<file path="config.mk">
export PLATFORM = sky130hd
export DESIGN_NAME = hazard_detection_unit_flat
export DESIGN_NICKNAME = d
export VERILOG_FILES = /design/src/rtl/hazard_detection_unit_pkg.sv /design/src/rtl/hazard_detection_unit_if.sv /design/src/rtl/hazard_detection_unit_stats_counter.sv /design/src/rtl/hazard_detection_unit.sv /design/src/flat_wrapper.sv
export SDC_FILE = /design/constraint.sdc
export NUM_CORES = 1
export LEC_CHECK = 0
export CORE_MARGIN = 8
export CORE_UTILIZATION = 35
export DETAILED_ROUTE_END_ITERATION = 16
export PLACE_DENSITY = 0.76
export SYNTH_ARGS = -nofsm -noshare
export SYNTH_HDL_FRONTEND = slang
export SYNTH_SLANG_ARGS = --single-unit
export TNS_END_PERCENT = 100
</file>
<file path="constraint.sdc">
create_clock -name i_clk -period 2 [get_ports i_clk]
set_input_delay 0.4 -clock i_clk [delete_from_list [all_inputs] [get_ports i_clk]]
set_output_delay 0.4 -clock i_clk [all_outputs]
set_load 0.02 [all_outputs]
</file>
<file path="src/rtl/hazard_detection_unit_pkg.sv">
// Shared types and constants for the ID-stage hazard detection unit.
package hazard_detection_unit_pkg;

    localparam int unsigned N_BITS_REG_DEF   = 5;
    localparam int unsigned DRAIN_CYCLES_DEF = 3;
    localparam int unsigned N_BITS_CNT_DEF   = 32;
    localparam int unsigned CNT_W            = 2;
    localparam int unsigned REG_ZERO         = 0;

    typedef enum logic [1:0] {
        ST_RUN    = 2'd0,
        ST_DRAIN  = 2'd1,
        ST_HALTED = 2'd2
    } hdu_state_e;

    // Pipeline control bundle produced each cycle
    typedef struct packed {
        logic pc_write;
        logic if_id_write;
        logic if_id_flush;
        logic id_ex_bubble;
        logic pipe_enable;
    } hdu_ctrl_t;

endpackage

</file>
<file path="src/rtl/hazard_detection_unit_if.sv">
// Pipeline-side signal bundle of the hazard detection unit.
// Statistics outputs exist only when HAZARD_STATS_EN is defined.
interface hazard_detection_unit_if import hazard_detection_unit_pkg::*; #(
    parameter int unsigned N_BITS_REG = N_BITS_REG_DEF
`ifdef HAZARD_STATS_EN
   ,parameter int unsigned N_BITS_CNT = N_BITS_CNT_DEF
`endif
);

    logic                  i_enable;
    logic [N_BITS_REG-1:0] i_rs_IF_ID;
    logic [N_BITS_REG-1:0] i_rt_IF_ID;
    logic                  i_uses_rt_IF_ID;
    logic [N_BITS_REG-1:0] i_rt_ID_EX;
    logic                  i_memRead_ID_EX;
    logic                  i_branch_taken;
    logic                  i_halt_IF_ID;
    logic                  i_mem_busy;
    logic                  o_pc_write;
    logic                  o_if_id_write;
    logic                  o_if_id_flush;
    logic                  o_id_ex_bubble;
    logic                  o_pipe_enable;
    logic                  o_halted;
`ifdef HAZARD_STATS_EN
    logic [N_BITS_CNT-1:0] o_lu_stalls;
    logic [N_BITS_CNT-1:0] o_flushes;
`endif

    modport slave (
        input  i_enable, i_rs_IF_ID, i_rt_IF_ID, i_uses_rt_IF_ID, i_rt_ID_EX,
               i_memRead_ID_EX, i_branch_taken, i_halt_IF_ID, i_mem_busy,
`ifdef HAZARD_STATS_EN
        output o_lu_stalls, o_flushes,
`endif
        output o_pc_write, o_if_id_write, o_if_id_flush, o_id_ex_bubble,
               o_pipe_enable, o_halted
    );

    modport master (
        output i_enable, i_rs_IF_ID, i_rt_IF_ID, i_uses_rt_IF_ID, i_rt_ID_EX,
               i_memRead_ID_EX, i_branch_taken, i_halt_IF_ID, i_mem_busy,
`ifdef HAZARD_STATS_EN
        input  o_lu_stalls, o_flushes,
`endif
        input  o_pc_write, o_if_id_write, o_if_id_flush, o_id_ex_bubble,
               o_pipe_enable, o_halted
    );

endinterface

</file>
<file path="src/rtl/hazard_detection_unit_stats_counter.sv">
// Saturating event counter; counts cycles where inc_i is high.
module hazard_stats_counter #(
    parameter int unsigned W = 32
) (
    input  logic         clk,
    input  logic         rst_n,
    input  logic         inc_i,
    output logic [W-1:0] count_o
);

    logic [W-1:0] count_q, count_d;

    always_comb begin
        count_d = count_q;
        if (inc_i && (count_q != {W{1'b1}})) begin
            count_d = count_q + W'(1);
        end
    end

    always_ff @(posedge clk or negedge rst_n) begin
        if (!rst_n) begin
            count_q <= '0;
        end else begin
            count_q <= count_d;
        end
    end

    assign count_o = count_q;

endmodule

</file>
<file path="src/rtl/hazard_detection_unit.sv">
// ID-stage hazard controller: load-use stall, branch flush, memory freeze, HALT drain.
// Optional statistics counters are built when HAZARD_STATS_EN is defined.
module hazard_detection_unit import hazard_detection_unit_pkg::*; #(
    parameter int unsigned N_BITS_REG   = N_BITS_REG_DEF,
`ifdef HAZARD_STATS_EN
    parameter int unsigned N_BITS_CNT   = N_BITS_CNT_DEF,
`endif
    parameter int unsigned DRAIN_CYCLES = DRAIN_CYCLES_DEF
) (
    input  logic                  i_clk,
    input  logic                  i_rst_n,
    hazard_detection_unit_if.slave hdu_if
);

    hdu_state_e       state_q, state_d;
    logic [CNT_W-1:0] cnt_q, cnt_d;
    logic             halted_q, halted_d;
    hdu_ctrl_t        ctrl;
    logic             frozen;
    logic             load_use;
    logic             lu_applied;
    logic             br_applied;

    // Load in EX writes a register the ID instruction reads; $0 never counts
    always_comb begin
        frozen   = !hdu_if.i_enable || hdu_if.i_mem_busy;
        load_use = hdu_if.i_memRead_ID_EX
                && (hdu_if.i_rt_ID_EX != N_BITS_REG'(REG_ZERO))
                && ((hdu_if.i_rt_ID_EX == hdu_if.i_rs_IF_ID)
                    || (hdu_if.i_uses_rt_IF_ID && (hdu_if.i_rt_ID_EX == hdu_if.i_rt_IF_ID)));
    end

    always_comb begin
        state_d    = state_q;
        cnt_d      = cnt_q;
        halted_d   = halted_q;
        ctrl       = '0;
        lu_applied = 1'b0;
        br_applied = 1'b0;
        if (!frozen) begin
            ctrl.pipe_enable = 1'b1;
            case (state_q)
                ST_HALTED: begin
                    ctrl.id_ex_bubble = 1'b1;
                end
                ST_DRAIN: begin
                    ctrl.id_ex_bubble = 1'b1;
                    if (32'(cnt_q) == DRAIN_CYCLES - 1) begin
                        state_d  = ST_HALTED;
                        halted_d = 1'b1;
                        cnt_d    = '0;
                    end else begin
                        cnt_d = cnt_q + CNT_W'(1);
                    end
                end
                default: begin
                    // Branch squashes the ID instruction, so it outranks load-use and HALT
                    if (hdu_if.i_branch_taken) begin
                        ctrl.pc_write     = 1'b1;
                        ctrl.if_id_flush  = 1'b1;
                        ctrl.id_ex_bubble = 1'b1;
                        br_applied        = 1'b1;
                        state_d           = ST_RUN;
                    end else if (load_use) begin
                        ctrl.id_ex_bubble = 1'b1;
                        lu_applied        = 1'b1;
                    end else if (hdu_if.i_halt_IF_ID) begin
                        state_d = ST_DRAIN;
                        cnt_d   = '0;
                    end else begin
                        ctrl.pc_write    = 1'b1;
                        ctrl.if_id_write = 1'b1;
                    end
                end
            endcase
        end
    end

    always_ff @(posedge i_clk or negedge i_rst_n) begin
        if (!i_rst_n) begin
            state_q  <= ST_RUN;
            cnt_q    <= '0;
            halted_q <= 1'b0;
        end else begin
            state_q  <= state_d;
            cnt_q    <= cnt_d;
            halted_q <= halted_d;
        end
    end

    assign hdu_if.o_pc_write     = ctrl.pc_write;
    assign hdu_if.o_if_id_write  = ctrl.if_id_write;
    assign hdu_if.o_if_id_flush  = ctrl.if_id_flush;
    assign hdu_if.o_id_ex_bubble = ctrl.id_ex_bubble;
    assign hdu_if.o_pipe_enable  = ctrl.pipe_enable;
    assign hdu_if.o_halted       = halted_q;

`ifdef HAZARD_STATS_EN
    hazard_stats_counter #(.W(N_BITS_CNT)) u_lu_cnt (
        .clk     (i_clk),
        .rst_n   (i_rst_n),
        .inc_i   (lu_applied),
        .count_o (hdu_if.o_lu_stalls)
    );

    hazard_stats_counter #(.W(N_BITS_CNT)) u_fl_cnt (
        .clk     (i_clk),
        .rst_n   (i_rst_n),
        .inc_i   (br_applied),
        .count_o (hdu_if.o_flushes)
    );
`else
    logic unused_stats;
    assign unused_stats = lu_applied ^ br_applied;
`endif

endmodule
</file>
<file path="src/flat_wrapper.sv">
// flat-port wrapper written by rule: the top's interface ports become plain ports
module hazard_detection_unit_flat import hazard_detection_unit_pkg::*;
#(
    parameter int unsigned N_BITS_REG   = N_BITS_REG_DEF,

    parameter int unsigned DRAIN_CYCLES = DRAIN_CYCLES_DEF
)
  (i_clk, i_rst_n, hdu_if_i_enable, hdu_if_i_rs_IF_ID, hdu_if_i_rt_IF_ID, hdu_if_i_uses_rt_IF_ID, hdu_if_i_rt_ID_EX, hdu_if_i_memRead_ID_EX, hdu_if_i_branch_taken, hdu_if_i_halt_IF_ID, hdu_if_i_mem_busy, hdu_if_o_pc_write, hdu_if_o_if_id_write, hdu_if_o_if_id_flush, hdu_if_o_id_ex_bubble, hdu_if_o_pipe_enable, hdu_if_o_halted);
  hazard_detection_unit_if #(.N_BITS_REG(N_BITS_REG)) hdu_if_i ();
  input  logic i_clk;
  input  logic i_rst_n;
  input wire logic [$bits(hdu_if_i.i_enable)-1:0] hdu_if_i_enable;
  input wire logic [$bits(hdu_if_i.i_rs_IF_ID)-1:0] hdu_if_i_rs_IF_ID;
  input wire logic [$bits(hdu_if_i.i_rt_IF_ID)-1:0] hdu_if_i_rt_IF_ID;
  input wire logic [$bits(hdu_if_i.i_uses_rt_IF_ID)-1:0] hdu_if_i_uses_rt_IF_ID;
  input wire logic [$bits(hdu_if_i.i_rt_ID_EX)-1:0] hdu_if_i_rt_ID_EX;
  input wire logic [$bits(hdu_if_i.i_memRead_ID_EX)-1:0] hdu_if_i_memRead_ID_EX;
  input wire logic [$bits(hdu_if_i.i_branch_taken)-1:0] hdu_if_i_branch_taken;
  input wire logic [$bits(hdu_if_i.i_halt_IF_ID)-1:0] hdu_if_i_halt_IF_ID;
  input wire logic [$bits(hdu_if_i.i_mem_busy)-1:0] hdu_if_i_mem_busy;
  output wire logic [$bits(hdu_if_i.o_pc_write)-1:0] hdu_if_o_pc_write;
  output wire logic [$bits(hdu_if_i.o_if_id_write)-1:0] hdu_if_o_if_id_write;
  output wire logic [$bits(hdu_if_i.o_if_id_flush)-1:0] hdu_if_o_if_id_flush;
  output wire logic [$bits(hdu_if_i.o_id_ex_bubble)-1:0] hdu_if_o_id_ex_bubble;
  output wire logic [$bits(hdu_if_i.o_pipe_enable)-1:0] hdu_if_o_pipe_enable;
  output wire logic [$bits(hdu_if_i.o_halted)-1:0] hdu_if_o_halted;
  assign hdu_if_i.i_enable = hdu_if_i_enable;
  assign hdu_if_i.i_rs_IF_ID = hdu_if_i_rs_IF_ID;
  assign hdu_if_i.i_rt_IF_ID = hdu_if_i_rt_IF_ID;
  assign hdu_if_i.i_uses_rt_IF_ID = hdu_if_i_uses_rt_IF_ID;
  assign hdu_if_i.i_rt_ID_EX = hdu_if_i_rt_ID_EX;
  assign hdu_if_i.i_memRead_ID_EX = hdu_if_i_memRead_ID_EX;
  assign hdu_if_i.i_branch_taken = hdu_if_i_branch_taken;
  assign hdu_if_i.i_halt_IF_ID = hdu_if_i_halt_IF_ID;
  assign hdu_if_i.i_mem_busy = hdu_if_i_mem_busy;
  assign hdu_if_o_pc_write = hdu_if_i.o_pc_write;
  assign hdu_if_o_if_id_write = hdu_if_i.o_if_id_write;
  assign hdu_if_o_if_id_flush = hdu_if_i.o_if_id_flush;
  assign hdu_if_o_id_ex_bubble = hdu_if_i.o_id_ex_bubble;
  assign hdu_if_o_pipe_enable = hdu_if_i.o_pipe_enable;
  assign hdu_if_o_halted = hdu_if_i.o_halted;
  hazard_detection_unit #(.N_BITS_REG(N_BITS_REG), .DRAIN_CYCLES(DRAIN_CYCLES)) u_core (.i_clk(i_clk), .i_rst_n(i_rst_n), .hdu_if(hdu_if_i));
endmodule
</file>
# --- Word level (Yosys, flattened, before mapping) ---
# Index checks and enable logic that the tools add are counted.
word_totals:
  ff_bits: 5
  inputBits: 23
  out_inout_bits: 6
  elab_cells: 48
classes:
  addsub: 1
  eq_ne: 9
  muxes: 20
  bitwise_logic: 2
  reduce_logical: 13
ops:
  columns: ["cell", "count"]
  rows:
  - ["two-way mux 2 bit", 10]
  - ["== test 5 bit", 2]
  - ["AND reduction 5 bit", 2]
  - ["case mux 2 bit (2 select lines)", 2]
  - ["two-way mux 1 bit", 6]
  - ["two-way mux 5 bit", 1]
  - ["nonzero test 5 bit", 1]
  - ["== test 2 bit, second input constant", 2]
  - ["!= test 2 x 1 -> 1 bit, second input constant", 2]
  - ["logical AND 1 bit", 3]
  - ["two-way mux 3 bit", 1]
  - ["!= test 3 bit, second input constant", 1]
  - ["AND reduction 3 bit", 1]
  - ["nonzero test 3 bit", 1]
  - ["adder 2 x 1 -> 2 bit, second input constant", 1]
  - ["== test 2 x 1 -> 1 bit, second input constant", 1]
  - ["logical OR 1 bit", 2]
  - ["!= test 2 bit, second input constant", 1]
  - ["NOT 1 bit", 2]
  - ["nonzero test 2 bit", 1]
  - ["OR reduction 2 bit", 1]
  - ["zero test 1 bit", 1]

# --- Logic depth before layout (Yosys ltp) ---
logic_depth:
  word_depth: 8
  mapped_depth: 7
  mapped_depth_nobuf: 7

# --- Worst setup path before layout ---
# No wires, ideal clock.
synth_path:
  path_kind: "input port to output port"
  startpoint: "in hdu_if_i_rt_ID_EX[3]"
  endpoint: "out hdu_if_o_if_id_write"
  arrival_ns: 1.945
  required_time_ns: 1.600
  slack_ns: -0.345
  path_stages: 4
  n_path_buf: 0
  path_cell_list: "or4_1 -> o21a_1 -> and2_4 -> nor4_1"
synth_via:
  elab_chain_len: 8
  word_cells_on_any_way: 11
  cone_classes: "eq/ne: 2; mux: 4; reduce/logical: 5"
synth_lines:
  columns: ["item", "line_no", "rtl"]
  rows:
  - ["from (decl)", "flat_wrapper.sv:16", "input wire logic [$bits(hdu_if_i.i_rt_ID_EX)-1:0] hdu_if_i_rt_ID_EX;"]
  - ["== test 5 bit", "hazard_detection_unit.sv:30", "|| (hdu_if.i_uses_rt_IF_ID && (hdu_if.i_rt_ID_EX == hdu_if.i_rt_IF_ID)));"]
  - ["logical AND 1 bit", "hazard_detection_unit.sv:30", null]
  - ["logical OR 1 bit", "hazard_detection_unit.sv:30", null]
  - ["logical AND 1 bit (*)", "hazard_detection_unit.sv:29", "&& ((hdu_if.i_rt_ID_EX == hdu_if.i_rs_IF_ID)"]
  - ["two-way mux 2 bit (*)", "hazard_detection_unit.sv:64", "end else if (load_use) begin"]
  - ["two-way mux 1 bit (*)", "hazard_detection_unit.sv:58", "if (hdu_if.i_branch_taken) begin"]
  - ["two-way mux 3 bit (*)", "hazard_detection_unit.sv:42", "case (state_q)"]
  - ["two-way mux 5 bit (*)", "hazard_detection_unit.sv:40", "if (!frozen) begin"]
  - ["to (decl)", "flat_wrapper.sv:22", "output wire logic [$bits(hdu_if_i.o_if_id_write)-1:0] hdu_if_o_if_id_write;"]
# Every way passes the cells marked *; elsewhere a longest branch is shown, timed or not.

# --- Final worst setup path ---
layout_path:
  startpoint: "in hdu_if_i_rt_ID_EX[1]"
  endpoint: "out hdu_if_o_pc_write"
layout_via:
  elab_chain_len: 8
  word_cells_on_any_way: 11
  cone_classes: "eq/ne: 2; mux: 4; reduce/logical: 5"
layout_lines:
  columns: ["item", "line_no", "rtl"]
  rows:
  - ["== test 5 bit", "hazard_detection_unit.sv:30", null]
  - ["logical AND 1 bit", "hazard_detection_unit.sv:30", null]
  - ["logical OR 1 bit", "hazard_detection_unit.sv:30", null]
  - ["logical AND 1 bit (*)", "hazard_detection_unit.sv:29", null]
  - ["two-way mux 2 bit (*)", "hazard_detection_unit.sv:64", null]
  - ["two-way mux 1 bit (*)", "hazard_detection_unit.sv:58", null]
  - ["two-way mux 3 bit (*)", "hazard_detection_unit.sv:42", null]
  - ["two-way mux 5 bit (*)", "hazard_detection_unit.sv:40", null]
  - ["to (decl)", "flat_wrapper.sv:21", "output wire logic [$bits(hdu_if_i.o_pc_write)-1:0] hdu_if_o_pc_write;"]
# Marked as above.

==> run metrics <==
1st-iter DRT viols=9; async set-reset flop share out of synthesis=100%; largest net degree at the start of global routing=7; Die Wd=around 53 um; violated checks=setup timing; top sig layer=met4; Worst slew margin=approximately four fifths; fin nets=131; clk sinks=5; crit start category=input port; Antenna Nets Post-Route=0; setup TNS=-221 ps; FF-to-FF path depth=7; # rows=13; top post-synthesis cells by area=dfrtp_1, xnor2_1, nand2_1; CTS max path bufs=2; Die H=about 53 um; Total GRT Usage=between 10 and 15%; clk_skew=between 10 and 15 ps; Reg2Reg Setup Slack=370 ps; Worst Setup Path Type=in2out; share of cells above drive strength 1=approximately 32%; CTS Root Cell=clkbuf_4; reg2reg start=u_core.state_q[0]; HPWL after detailed placement=1.52 mm; Post-synth top flop=dfrtp_1; WL/cell=between 10 and 15 um; drt first pass iters=3; via count=612; Hold Slack=between 300 and 400 ps; routability cong.=0.881; RSZ-0062 raised after global routing=true; Max FO, Critical Path=3; Final Hold Fails=0; Max Clk Rate=~480 MHz; max_cap viols=0; CTS tree=done; Post-synth EDFFs=0; DRT Wirelength=1.80 mm; Met3 Routed Length=114 um; Post-Syn Nets=82; Max VDD drop=0.402 mV; Skew-Pair Late Insertion Delay=260 ps; IO Port Bufs=28; TritonCTS buffer count=3; worst-margin pin slew=322 ps; Slew Viols, Final=0; GRT overflow=0; pre-CTS setup slack=-922 ps; fillers=between 100 and 150; Netlist cell types=25; CP cell instances=buf_6 > or4_1 > o21a_1 > and2_4 > o31ai_4 > buf_6; Cells after Synth=57; area leader, netlist=dfrtp_1; commonest non-fill, non-tap cell in the layout=buf_4; initial antenna violation count=0; Clock transition at path regs=~50 ps; met2 wire len=962 um; Area Growth Syn to Fin=97.6%; Final Setup Violations=3; most frequent cells in the layout=buf_4, dlygate4sd2_1, xnor2_1; number of global-route vias before repair=651; Syn Area/Cell=8.32 um2; Yosys top cell area share=roughly a quarter; outcome=finished, violations left; vias per cell=5.10; WP data required=1600 ps; pwr dens=744 nW/um2; first-pass GRT wire length=2.86 mm; Core ar.=1280 um2; Metal-1 WL=642 um; Yosys reg bits=5; n_diodes=0; Reg-to-Reg End=u_core.cnt_q[0]; Die Area=between 2000 and 3000 um2; IO Count=29; cell area after synthesis=474 um2; crit-path max cell delay=510 ps; Initial Util=36.9%; DRC viols=0; Setup WS post-layout=-90.6 ps; Warnings, synthesis=0; fin crit period=2090 ps; most frequent CP cell=buf_6; fin crit share=105%; Crit-path slowest cell=or4_1; worst min path class=in2async; Worst path top cell family by delay=simple AND/OR/NAND/NOR gates; worst path arrival time=1690 ps; part of the Yosys area used for sequential elements=26.4%; Crit. End Element=primary output; Worst Path Buf+Inv=2; H-tree levels=1; Leakage=~0.43 nW
Yosys cell counts, drive strengths merged (2+ instances only):
cell	instances
nand2	8
inv	3
o22ai	2
a21oi	2
a21boi	2
or3	2
xnor2	10
nand3	2
dfrtp	5
o21ai	3
nor2b	2
ha	2
nor2	2
per-layer routing:
layer	vias to the layer above	track usage [%]
li1	301	-
met1	280	11.8
met2	22	26.2
met3	9	5.68
met4	0	10.3
met5	-	0
registers in the layout (all words and copies together) (netlist names):
| signal | flops |
|---|---|
| u_core.cnt_q | 2 |
| u_core.hdu_if.o_halted | 1 |
| u_core.state_q | 2 |
metrics by stage:
step                      std cells  cell area (um2)  utilization [%]  power [mW]
final                           120              937             72.9       0.697
after global routing            120              937             72.9       0.755
after CTS                       120              932             72.5       0.703
after detailed placement        115              915             71.2       0.577
after global placement          115              915             71.2       0.559
after floorplan                  57              503                -       0.379
power by group:
| group | total, mW | leakage [nW] | internal, mW | switching (mW) |
|---|---|---|---|---|
| clock | 0.128 | 0.0150 | 0.0761 | 0.0523 |
| sequential | 0.175 | 0.0649 | 0.144 | 0.0304 |
| combinational | 0.394 | 0.351 | 0.207 | 0.187 |
logic make-up (layout without fill, tap and decap cells):
logic type               after synthesis  count (layout)  share of synthesized area (%)
multiplexers                           1               1                           2.11
AO/OA/AOI/OAI                         14              14                           21.1
adder cells (fa/ha/maj)                2               2                           5.28
flip-flops                             5               5                           26.4
AND/OR/NAND/NOR                       22              22                           24.3
XOR/XNOR                              10              10                           18.5
buffers and inverters                  3              51                           2.37
repair_timing:
item                                    CTS  global route
setup buffers                             1             0
endpoints found under the setup margin    6             4
resized for setup                        50             2
pin swaps                                18             1
hold buffers                              0             0
worst max-delay path by stage:
| stage | start | endpoint | slack, ps | cells past startpoint |
|---|---|---|---|---|
| 3_3_place_gp | hdu_if_i_rt_ID_EX[3] | hdu_if_o_if_id_write | -920 | 6 |
| 3_5_place_dp | hdu_if_i_rt_ID_EX[3] | hdu_if_o_pc_write | -920 | 6 |
| 2_1_floorplan | hdu_if_i_rt_ID_EX[3] | hdu_if_o_if_id_write | -10 | 4 |
| 5_1_grt | hdu_if_i_rt_ID_EX[1] | hdu_if_o_pc_write | -160 | 6 |
| 4_1_cts | hdu_if_i_rt_ID_EX[1] | hdu_if_o_pc_write | -110 | 6 |
| 6_report | hdu_if_i_rt_ID_EX[1] | hdu_if_o_pc_write | -90 | 6 |
cell type report:
class	instances	area [um2]	share of cell area, %
Sequential cell	5	125	13.4
Timing Repair Buffer	44	377	40.2
Inverter	3	11.3	1.20
Multi-Input combinational cell	49	379	40.5
Tap cell	15	18.8	2.00
Clock buffer	4	26.3	2.80
(Power assumes the default switching activity.)
